`src/rtl/fir_pkg.sv`:
```
// Shared types and elaboration-time helpers for the multi-channel FIR.
// Latency: n/a (package only).
// Backpressure: n/a (package only).
package fir_pkg;

  typedef enum logic [1:0] {
    ST_CLEAR = 2'd0,
    ST_IDLE  = 2'd1,
    ST_MAC   = 2'd2,
    ST_OUT   = 2'd3
  } fir_state_e;

  // Working width for the round/saturate step; wide enough for any sane ACC_W.
  localparam int SCALE_W = 128;

  // Ceiling log2, never below 1 so that single-entry fields still get a bit.
  function automatic int fir_clog2(input int v);
    int r;
    r = 1;
    for (int i = 1; i < 31; i++) begin
      if ((1 << i) < v) r = i + 1;
    end
    return r;
  endfunction

  // Accumulator sized so that N full-scale products can never overflow.
  function automatic int fir_acc_w(input int data_w, input int coef_w, input int n);
    return data_w + coef_w + fir_clog2(n);
  endfunction

  // Round half-up then arithmetic shift (only when shift>0), then clamp to a
  // signed data_w-bit range. Caller truncates the result to data_w bits.
  function automatic logic signed [SCALE_W-1:0] fir_round_sat(
    input logic signed [SCALE_W-1:0] acc,
    input int                        shift,
    input int                        data_w
  );
    logic signed [SCALE_W-1:0] one;
    logic signed [SCALE_W-1:0] r;
    logic signed [SCALE_W-1:0] hi;
    logic signed [SCALE_W-1:0] lo;
    one = SCALE_W'(1);
    r   = acc;
    if (shift > 0) r = (acc + (one <<< (shift - 1))) >>> shift;
    hi = (one <<< (data_w - 1)) - one;
    lo = -(one <<< (data_w - 1));
    if (r > hi) r = hi;
    else if (r < lo) r = lo;
    return r;
  endfunction

endpackage

```
`src/rtl/fir_sdp_ram.sv`:
```
// Simple dual-port RAM: one write port, one read port, registered read data.
// Latency: read data valid one cycle after raddr is presented.
// Backpressure: none; write and read every cycle. Ports: clk, we/waddr/wdata, raddr/rdata.
module fir_sdp_ram #(
  parameter int DEPTH = 16,
  parameter int WIDTH = 8,
  parameter int AW    = 4
) (
  input  logic             clk,
  input  logic             we,
  input  logic [AW-1:0]    waddr,
  input  logic [WIDTH-1:0] wdata,
  input  logic [AW-1:0]    raddr,
  output logic [WIDTH-1:0] rdata
);

  logic [WIDTH-1:0] mem [DEPTH];

  // Storage is deliberately not reset: coefficients must survive rst_n.
  always_ff @(posedge clk) begin
    if (we) mem[waddr] <= wdata;
    rdata <= mem[raddr];
  end

endmodule

```
`src/rtl/fir_mc_seq.sv`:
```
// Multi-channel FIR with one shared MAC, shared coefficient RAM and per-channel history RAM.
// Latency: m_valid rises N+2 cycles after the accepting edge; one sample in flight at a time.
// Backpressure: s_ready only in IDLE without coef_we; result held in OUT until m_ready.
// Ports: s_* sample stream in, m_* result stream out, coef_* tap writes, clear/busy/chan_err status.
module fir_mc_seq
  import fir_pkg::*;
#(
  parameter int  N      = 11,
  parameter int  DATA_W = 32,
  parameter int  COEF_W = 16,
  parameter int  CH     = 2,
  parameter int  SHIFT  = 0,
  localparam int CW     = fir_clog2(CH),
  localparam int CAW    = fir_clog2(N)
) (
  input  logic                     clk,
  input  logic                     rst_n,
  input  logic                     clear,
  input  logic                     s_valid,
  output logic                     s_ready,
  input  logic [DATA_W-1:0]        s_data,
  input  logic [CW-1:0]            s_chan,
  output logic                     m_valid,
  input  logic                     m_ready,
  output logic signed [DATA_W-1:0] m_data,
  output logic [CW-1:0]            m_chan,
  input  logic                     coef_we,
  input  logic [CAW-1:0]           coef_addr,
  input  logic [COEF_W-1:0]        coef_wdata,
  output logic                     busy,
  output logic                     chan_err
);

  localparam int ACC_W = fir_acc_w(DATA_W, COEF_W, N);
  localparam int HD    = CH * N;
  localparam int HAW   = fir_clog2(HD);
  localparam int TW    = fir_clog2(N + 2);
  localparam int PW    = DATA_W + COEF_W;

  fir_state_e              state_q, state_d;
  logic [TW-1:0]           tap_q;
  logic [HAW-1:0]          clr_q;
  logic [CAW-1:0]          ptr_q [CH];
  logic [CW-1:0]           chan_q;
  logic signed [ACC_W-1:0] acc_q;

  logic                    take, chan_ok, accept;
  logic                    h_we, c_we;
  logic [HAW-1:0]          h_waddr, h_raddr;
  logic [DATA_W-1:0]       h_wdata, h_rdata;
  logic [CAW-1:0]          c_raddr;
  logic [COEF_W-1:0]       c_rdata;
  logic signed [PW-1:0]    prod;
  int                      rd_idx;

  assign take    = s_valid && s_ready;
  assign chan_ok = 32'(s_chan) < CH;
  assign accept  = take && chan_ok;
  assign prod    = $signed({{COEF_W{h_rdata[DATA_W-1]}}, h_rdata}) *
                   $signed({{DATA_W{c_rdata[COEF_W-1]}}, c_rdata});

  // State register
  always_ff @(posedge clk or negedge rst_n) begin
    if (!rst_n) state_q <= ST_CLEAR;
    else        state_q <= state_d;
  end

  // Next state; clear overrides everything, including a sweep already running.
  always_comb begin
    state_d = state_q;
    case (state_q)
      ST_CLEAR: if (32'(clr_q) == HD - 1) state_d = ST_IDLE;
      ST_IDLE:  if (accept) state_d = ST_MAC;
      ST_MAC:   if (32'(tap_q) == N + 1) state_d = ST_OUT;
      ST_OUT:   if (m_ready) state_d = ST_IDLE;
      default:  state_d = ST_CLEAR;
    endcase
    if (clear) state_d = ST_CLEAR;
  end

  // Outputs and RAM port control
  always_comb begin
    s_ready = (state_q == ST_IDLE) && !coef_we;
    busy    = (state_q != ST_IDLE);
    m_valid = (state_q == ST_OUT);
    h_we    = 1'b0;
    h_waddr = '0;
    h_wdata = '0;
    h_raddr = '0;
    c_we    = 1'b0;
    c_raddr = '0;
    rd_idx  = 0;
    case (state_q)
      ST_CLEAR: begin
        h_we    = 1'b1;
        h_waddr = clr_q;
      end
      ST_IDLE: begin
        h_we    = accept;
        h_waddr = HAW'(int'(s_chan) * N + int'(ptr_q[s_chan]));
        h_wdata = s_data;
        c_we    = coef_we && (32'(coef_addr) < N);
      end
      ST_MAC: begin
        // Tap k reads the sample k steps older than the newest one (circular).
        if (32'(tap_q) < N) begin
          rd_idx = int'(ptr_q[chan_q]) - int'(tap_q);
          if (rd_idx < 0) rd_idx = rd_idx + N;
          h_raddr = HAW'(int'(chan_q) * N + rd_idx);
          c_raddr = tap_q[CAW-1:0];
        end
      end
      default: ;
    endcase
  end

  // Datapath: tap counter, sweep counter, pointers, accumulator, result register.
  always_ff @(posedge clk or negedge rst_n) begin
    if (!rst_n) begin
      tap_q    <= '0;
      clr_q    <= '0;
      chan_q   <= '0;
      acc_q    <= '0;
      m_data   <= '0;
      m_chan   <= '0;
      chan_err <= 1'b0;
      for (int i = 0; i < CH; i++) ptr_q[i] <= '0;
    end else begin
      chan_err <= (state_q == ST_IDLE) && take && !chan_ok && !clear;
      if (clear) begin
        clr_q <= '0;
        for (int i = 0; i < CH; i++) ptr_q[i] <= '0;
      end else begin
        case (state_q)
          ST_CLEAR: clr_q <= clr_q + 1'b1;
          ST_IDLE: begin
            if (accept) begin
              chan_q <= s_chan;
              tap_q  <= '0;
              acc_q  <= '0;
            end
          end
          ST_MAC: begin
            tap_q <= tap_q + 1'b1;
            // RAM data for read issued at tap k arrives while tap_q == k+1.
            if (tap_q != '0 && 32'(tap_q) <= N) acc_q <= acc_q + ACC_W'(prod);
            if (32'(tap_q) == N + 1) begin
              m_data <= DATA_W'(fir_round_sat(SCALE_W'(acc_q), SHIFT, DATA_W));
              m_chan <= chan_q;
            end
          end
          ST_OUT: begin
            if (m_ready) begin
              ptr_q[chan_q] <= (32'(ptr_q[chan_q]) == N - 1) ? '0 : ptr_q[chan_q] + 1'b1;
            end
          end
          default: ;
        endcase
      end
    end
  end

  fir_sdp_ram #(.DEPTH(N), .WIDTH(COEF_W), .AW(CAW)) u_coef_ram (
    .clk   (clk),
    .we    (c_we),
    .waddr (coef_addr),
    .wdata (coef_wdata),
    .raddr (c_raddr),
    .rdata (c_rdata)
  );

  fir_sdp_ram #(.DEPTH(HD), .WIDTH(DATA_W), .AW(HAW)) u_hist_ram (
    .clk   (clk),
    .we    (h_we),
    .waddr (h_waddr),
    .wdata (h_wdata),
    .raddr (h_raddr),
    .rdata (h_rdata)
  );

endmodule

```
`config.mk`:
```
export PLATFORM = sky130hd
export DESIGN_NAME = fir_mc_seq
export DESIGN_NICKNAME = d
export VERILOG_FILES = /design/src/rtl/fir_pkg.sv /design/src/rtl/fir_sdp_ram.sv /design/src/rtl/fir_mc_seq.sv
export SDC_FILE = /design/constraint.sdc
export NUM_CORES = 2
export LEC_CHECK = 0
export CORE_UTILIZATION = 35
export DETAILED_ROUTE_END_ITERATION = 10
export DONT_BUFFER_PORTS = 1
export PLACE_DENSITY = 0.47
export SLEW_MARGIN = 10
export SYNTH_ARGS = -nofsm -noshare
export SYNTH_HDL_FRONTEND = slang
export SYNTH_SLANG_ARGS = --single-unit
```
`constraint.sdc`:
```
create_clock -name clk -period 7.16 [get_ports clk]
set_clock_uncertainty 0.2 [all_clocks]
set_input_delay 1.432 -clock clk [delete_from_list [all_inputs] [get_ports clk]]
set_output_delay 1.432 -clock clk [all_outputs]
set_load 0.01 [all_outputs]
```
---- Word-level counts from Yosys, hierarchy flattened ----
Memories as Yosys holds them, arrays and structs flattened. A register that Yosys moved wholly into a read port is not among the register bits.
Cells that the tools add are included.
storage, ports and cells
  memory bits (writable) .................. 880
  memories ................................ 2
  input port bits ......................... 59
  output and inout bits ................... 37
  register bits after elaboration ......... 105
cells by class
  magnitude comparators ................... 9
  equality and inequality tests ........... 13
  $add $sub $neg .......................... 8
  multiply operators ...................... 3
  muxes and demuxes ....................... 43
  reductions and logical operators ........ 18
  bitwise gates (word level) .............. 3
memory list
  memory          words  bits a word  rd ports  clocked after Yosys merged registers in  write ports  line               RTL
  u_hist_ram.mem  22     32           1         1                                        1            fir_sdp_ram.sv:17  logic [WIDTH-1:0] mem [DEPTH];
  u_coef_ram.mem  11     16           1         1                                        1            fir_sdp_ram.sv:17
operators with widths
  operator              count
  $mux 52               2
  $pmux 52 s2           1
  $mux 32               3
  $add 52x48->52        1
  $gt 52x32->1 const B  1
  $lt 52x32->1 const B  1
  $mul 32x16->48        1
  $mux 4                11
  $mux 5                7
  $mux 8                3
  $mul 1x4->5 const B   2
  $mux 2                5
  $pmux 5 s2            1
  $ne 3x3->1 const B    3
  $reduce_and 3->1      3
  $add 4x1->4 const B   2
  $bwmux 8              1
  $eq 4x4->1 const B    2
  $lt 4x4->1 const B    2
  $pmux 2 s4            1
  $pmux 4 s2            1
  $reduce_and 4->1      2
  $reduce_bool 2->1     4
  $add 5x1->5 const B   1
  24 further kinds      36

---- Logic depth before layout (Yosys ltp) ----
  depth after elaboration ................. 12
  gate-level depth with buffers ........... 25
  mapped depth without buffers ............ 24

---- Modules after synthesis ----
Synthesis repeated with hierarchy kept, for this count alone.
second synthesis, totals
  cell total of the unflattened synthesis .. 4525
  area, all modules ....................... 60444.2 um2
by module, submodules not included
  module                     cells each  instances  area each (um2)  sequential area each (um2)
  fir_sdp_ram at u_hist_ram  1395        1          28107.0          21780.9
  fir_mc_seq                 2735        1          24938.9          2627.5
  fir_sdp_ram at u_coef_ram  395         1          7398.3           5605.4

---- Worst setup path after synthesis ----
No wires, ideal clock.
  path kind ............................... register to register
  start ................................... register u_hist_ram.rdata[31] (read register of u_hist_ram.mem)
  end ..................................... register acc_q[48]
  data arrival time ....................... 6.018 ns
  cell stages (with the launch flop) ...... 25
  setup time .............................. 0.130 ns
  required time ........................... 6.830 ns
  buffers on the path ..................... 1
  setup slack ............................. 0.812 ns
  cells stage by stage .................... dfxtp_1 clkbuf_1 nand2_1 inv_1 fa_1 inv_1 fa_1 fa_1 inv_1 fa_1 fa_1 inv_1 fa_1 inv_1 ha_1 a21o_1 a21o_1 a21o_1 o211ai_1 nand2_1 a41oi_2 o21bai_1 a221oi_1 mux2i_1 o21ai_1
on the way
  longest elaborated chain between the ends .. 4
ends and longest elaborated chain
  element               line               RTL
  from (decl)           fir_sdp_ram.sv:14  output logic [WIDTH-1:0] rdata
  $mul 32x16->48        fir_mc_seq.sv:59   assign prod = $signed({{COEF_W{h_rdata[DATA_W-1]}}, h_rdata}) *
  $add 52x48->52        fir_mc_seq.sv:146  if (tap_q != '0 && 32'(tap_q) <= N) acc_q <= acc_q + ACC_W'(prod);
  $mux 52               fir_mc_seq.sv:146
  $pmux 52 s2           fir_mc_seq.sv:134  case (state_q)
  to (signal assigned)  fir_mc_seq.sv:146
  to (decl)             fir_mc_seq.sv:45   logic signed [ACC_W-1:0] acc_q;
Every way passes these cells. The select of a mux whose other input is x is not followed.
A chain may end at the register's enable or synchronous reset.

---- Worst setup path in the final report ----
  start ................................... register u_hist_ram.rdata[19] (read register of u_hist_ram.mem)
  end ..................................... register acc_q[51]
Same word-level chain as after synthesis.

==> summary.txt <==
WP data required: 7.56 ns
RSZ-0062 raised after global routing: false
Global placement routability congestion: 0.830
Hold Vio Cnt, Final: 0
Top-count cell post-synth: edfxtp_1
EDFF count, synth: 880
First-pass GRT wire length: 248 mm
Cells along the critical path: buf_4 -> nand2_1 -> fa_1 -> inv_1 -> fa_1 -> fa_1 -> fa_1 -> fa_1 -> inv_1 -> fa_1 -> inv_1 -> ha_1 -> a21o_1 -> a21o_1 -> a21oi_1 -> o21ai_0 -> a221o_1 -> a41oi_4 -> o21ai_4 -> a31oi_1 -> o21ai_0 -> a32o_1
Worst hold path type: in -> async
Seq cells post-synth: 1,033
Total number of vias: 36,100
Die Ht: 417 um
Ys async rst share: 0.102
Full die area: 0.174 mm^2
Critical Path Source Type: flop
Register-to-Register Path Depth: 22
Clock Root Buffer: clkbuf_16
Clk slew on worst S/H paths: 0.06 ns
Reg2reg setup slack: 0.32 ns
Avg WL per Cell: 22.5 um
CP startpoint: u_hist_ram.rdata[19]
GRT Util Overall: 0.189
Critical Path Sink: acc_q[51]
Crit path max fanout: 11
Vias in the first global route: 38,200
Worst slew pin tran: 1.14 ns
Critical Path AT: 7.24 ns
Critical-path top delay cell: fa_1
Gr busiest metal: met2
Chip Width: 417 um
Util after Layout: 0.396
I/O Pins: 96
CTS sink count: 1,033
Number of remaining DRC errors: 0
Post-synth top area share: 0.439
Final Net Count: 5,644
Slew Limit Headroom: 0.241
FF-to-FF End: acc_q[51]
DP HPWL: 110 mm
Global routing usage on met1: 0.268
Status: finished clean
Slew Limit Fails: 0
I/O Buffers: 0
Origin of the critical flop-to-flop path: u_hist_ram.rdata[19]
Max incr delay on CP: 0.63 ns
Initial Utilization: 0.354
Post-Syn Nets: 5,634
Final min period: 6.84 ns
M3 GR Usage: 0.0246
Synth warnings: 0
Number of distinct library cells after synthesis: 75
CTS max path bufs: 3
Final setup vio count: 0
GRT overflow: 0
Clk_lat worst skew: 0.79 ns
CP Class: reg -> reg
DRT Pass-1 Iters: 5
Share of post-route cells with drive strength above 1: 0.104
Routed wire length: 162 mm
Synth area leaders: edfxtp_1 (44%), fa_1 (19%), nand2_1 (4.7%)
Cell area after synthesis: 0.0602 mm^2
Num CTS Buffers: 113
CP endpoint kind: flop
Worst path most repeated cell: fa_1
Row count: 151
F_max: 0.146 GHz
Area leader, netlist: edfxtp_1
Post-synth top flop: edfxtp_1
Sequential share of the synthesized area: 0.499
Largest net degree at the start of global routing: 106
Vias per inst: 5.02
Area added between synthesis and finish: 11.8%
Initial drt markers: 2,467
Post-Syn Instances: 4,859
Met2 usage: 0.309
Commonest cells post-synth: edfxtp_1 (880), nand2_1 (746), inv_1 (614)
Syn Area/Cell: 12.4 um^2
Core area: 0.170 mm^2
Fin crit share: 0.955
CTS tree: yes
H-tree depth: 3
# Max-Cap Violations: 0
Setup TNS Final: 0 ns
Antenna viol nets, final: 0
Initial antenna violation count: 18
==> registers in the layout, summed over array words and instances, names as in the netlist <==
name,count
ptr_q,8
u_coef_ram.rdata,16
u_hist_ram.rdata,32
m_data,32
u_coef_ram.mem,176
acc_q,52
m_chan,1
tap_q,4
u_hist_ram.mem,704
chan_q,1
state_q,2
clr_q,5
==> final cells by class <==
type | instances | area (um^2)
antenna | 8 | 20.0
clock buffer | 157 | 3120
clock inverter | 53 | 527
fill | 16100 | 103000
inverter | 616 | 2310
multi-input combinational | 2954 | 27100
sequential | 1033 | 30000
tap | 2218 | 2780
timing repair buffer | 151 | 1350
==> how the worst min path moves through the flow <==
stage                    from    endpoint  slack, ns  cells past startpoint
global route            rst_n    clr_q[1]       0.12                      0
finish                  rst_n  state_q[1]       0.17                      0
global placement     ptr_q[1]    ptr_q[1]       0.32                      2
floorplan           acc_q[27]   acc_q[27]       0.28                      2
CTS                     rst_n  state_q[1]       0.10                      0
detailed placement   ptr_q[3]    ptr_q[3]       0.33                      2
==> through the flow <==
stage / cells / worst slack, ns / hold WS [ns] / cell area [um^2]
after global placement: 6972 / 0.188 / 0.320 / 63600
after detailed placement: 6972 / 0.154 / 0.332 / 63600
after global routing: 7183 / 0.0110 / 0.117 / 67300
final: 7190 / 0.322 / 0.171 / 67300
after floorplan: 4859 / 0.812 / 0.277 / 60200
after CTS: 7182 / 0.0924 / 0.102 / 67200
==> kinds of logic (layout without fill, tap and decap cells) <==
logic type               count (synthesis)  after routing  share of synthesized area
XOR/XNOR                                65             65                    0.00959
AND/OR/NAND/NOR                       1345           1345                      0.101
other                                    1              9                  0.0000623
flip-flops                            1033           1033                      0.499
buffers and inverters                  872            977                     0.0558
multiplexers                           176            176                     0.0440
AO/OA/AOI/OAI                          650            650                     0.0720
adder cells (fa/ha/maj)                717            717                      0.219
==> cell usage in the layout (no fill, tap or decap), types with 64 or more instances in the layout <==
cell,n
and2_1,282
buf_4,130
ha_1,157
clkbuf_16,113
nor2_1,121
dfrtp_1,105
mux4_2,64
nand2_1,744
o21ai_0,107
fa_1,557
edfxtp_1,880
a21oi_1,148
nand3_1,81
mux2_2,70
inv_1,614
==> critical path: cells and delay by family (launching register included) <==
family                   cells  cell delay [ns]
buffers and inverters        4             0.37
flip-flops                   1             0.60
AND/OR/NAND/NOR              1             0.07
adder cells (fa/ha/maj)      7             3.37
AO/OA/AOI/OAI               10             2.02
==> per-layer routing <==
metal  part of all wire  vias up
met5            0.00023        -
met2               0.47      722
met1               0.46    18700
li1                   -    16500
met3              0.043      182
met4              0.019        6
==> repair_timing <==
| action | CTS | global route |
|---|---|---|
| resized for setup | 0 | 19 |
| endpoints found under the setup margin | 0 | 11 |
| setup buffers | 0 | 0 |
| endpoints found under the hold margin | 0 | 0 |
| hold buffers | 0 | 0 |
Power is left out: the tool's default activity adds up to more than one toggle a clock period on the data nets, which glitch-free logic cannot reach.
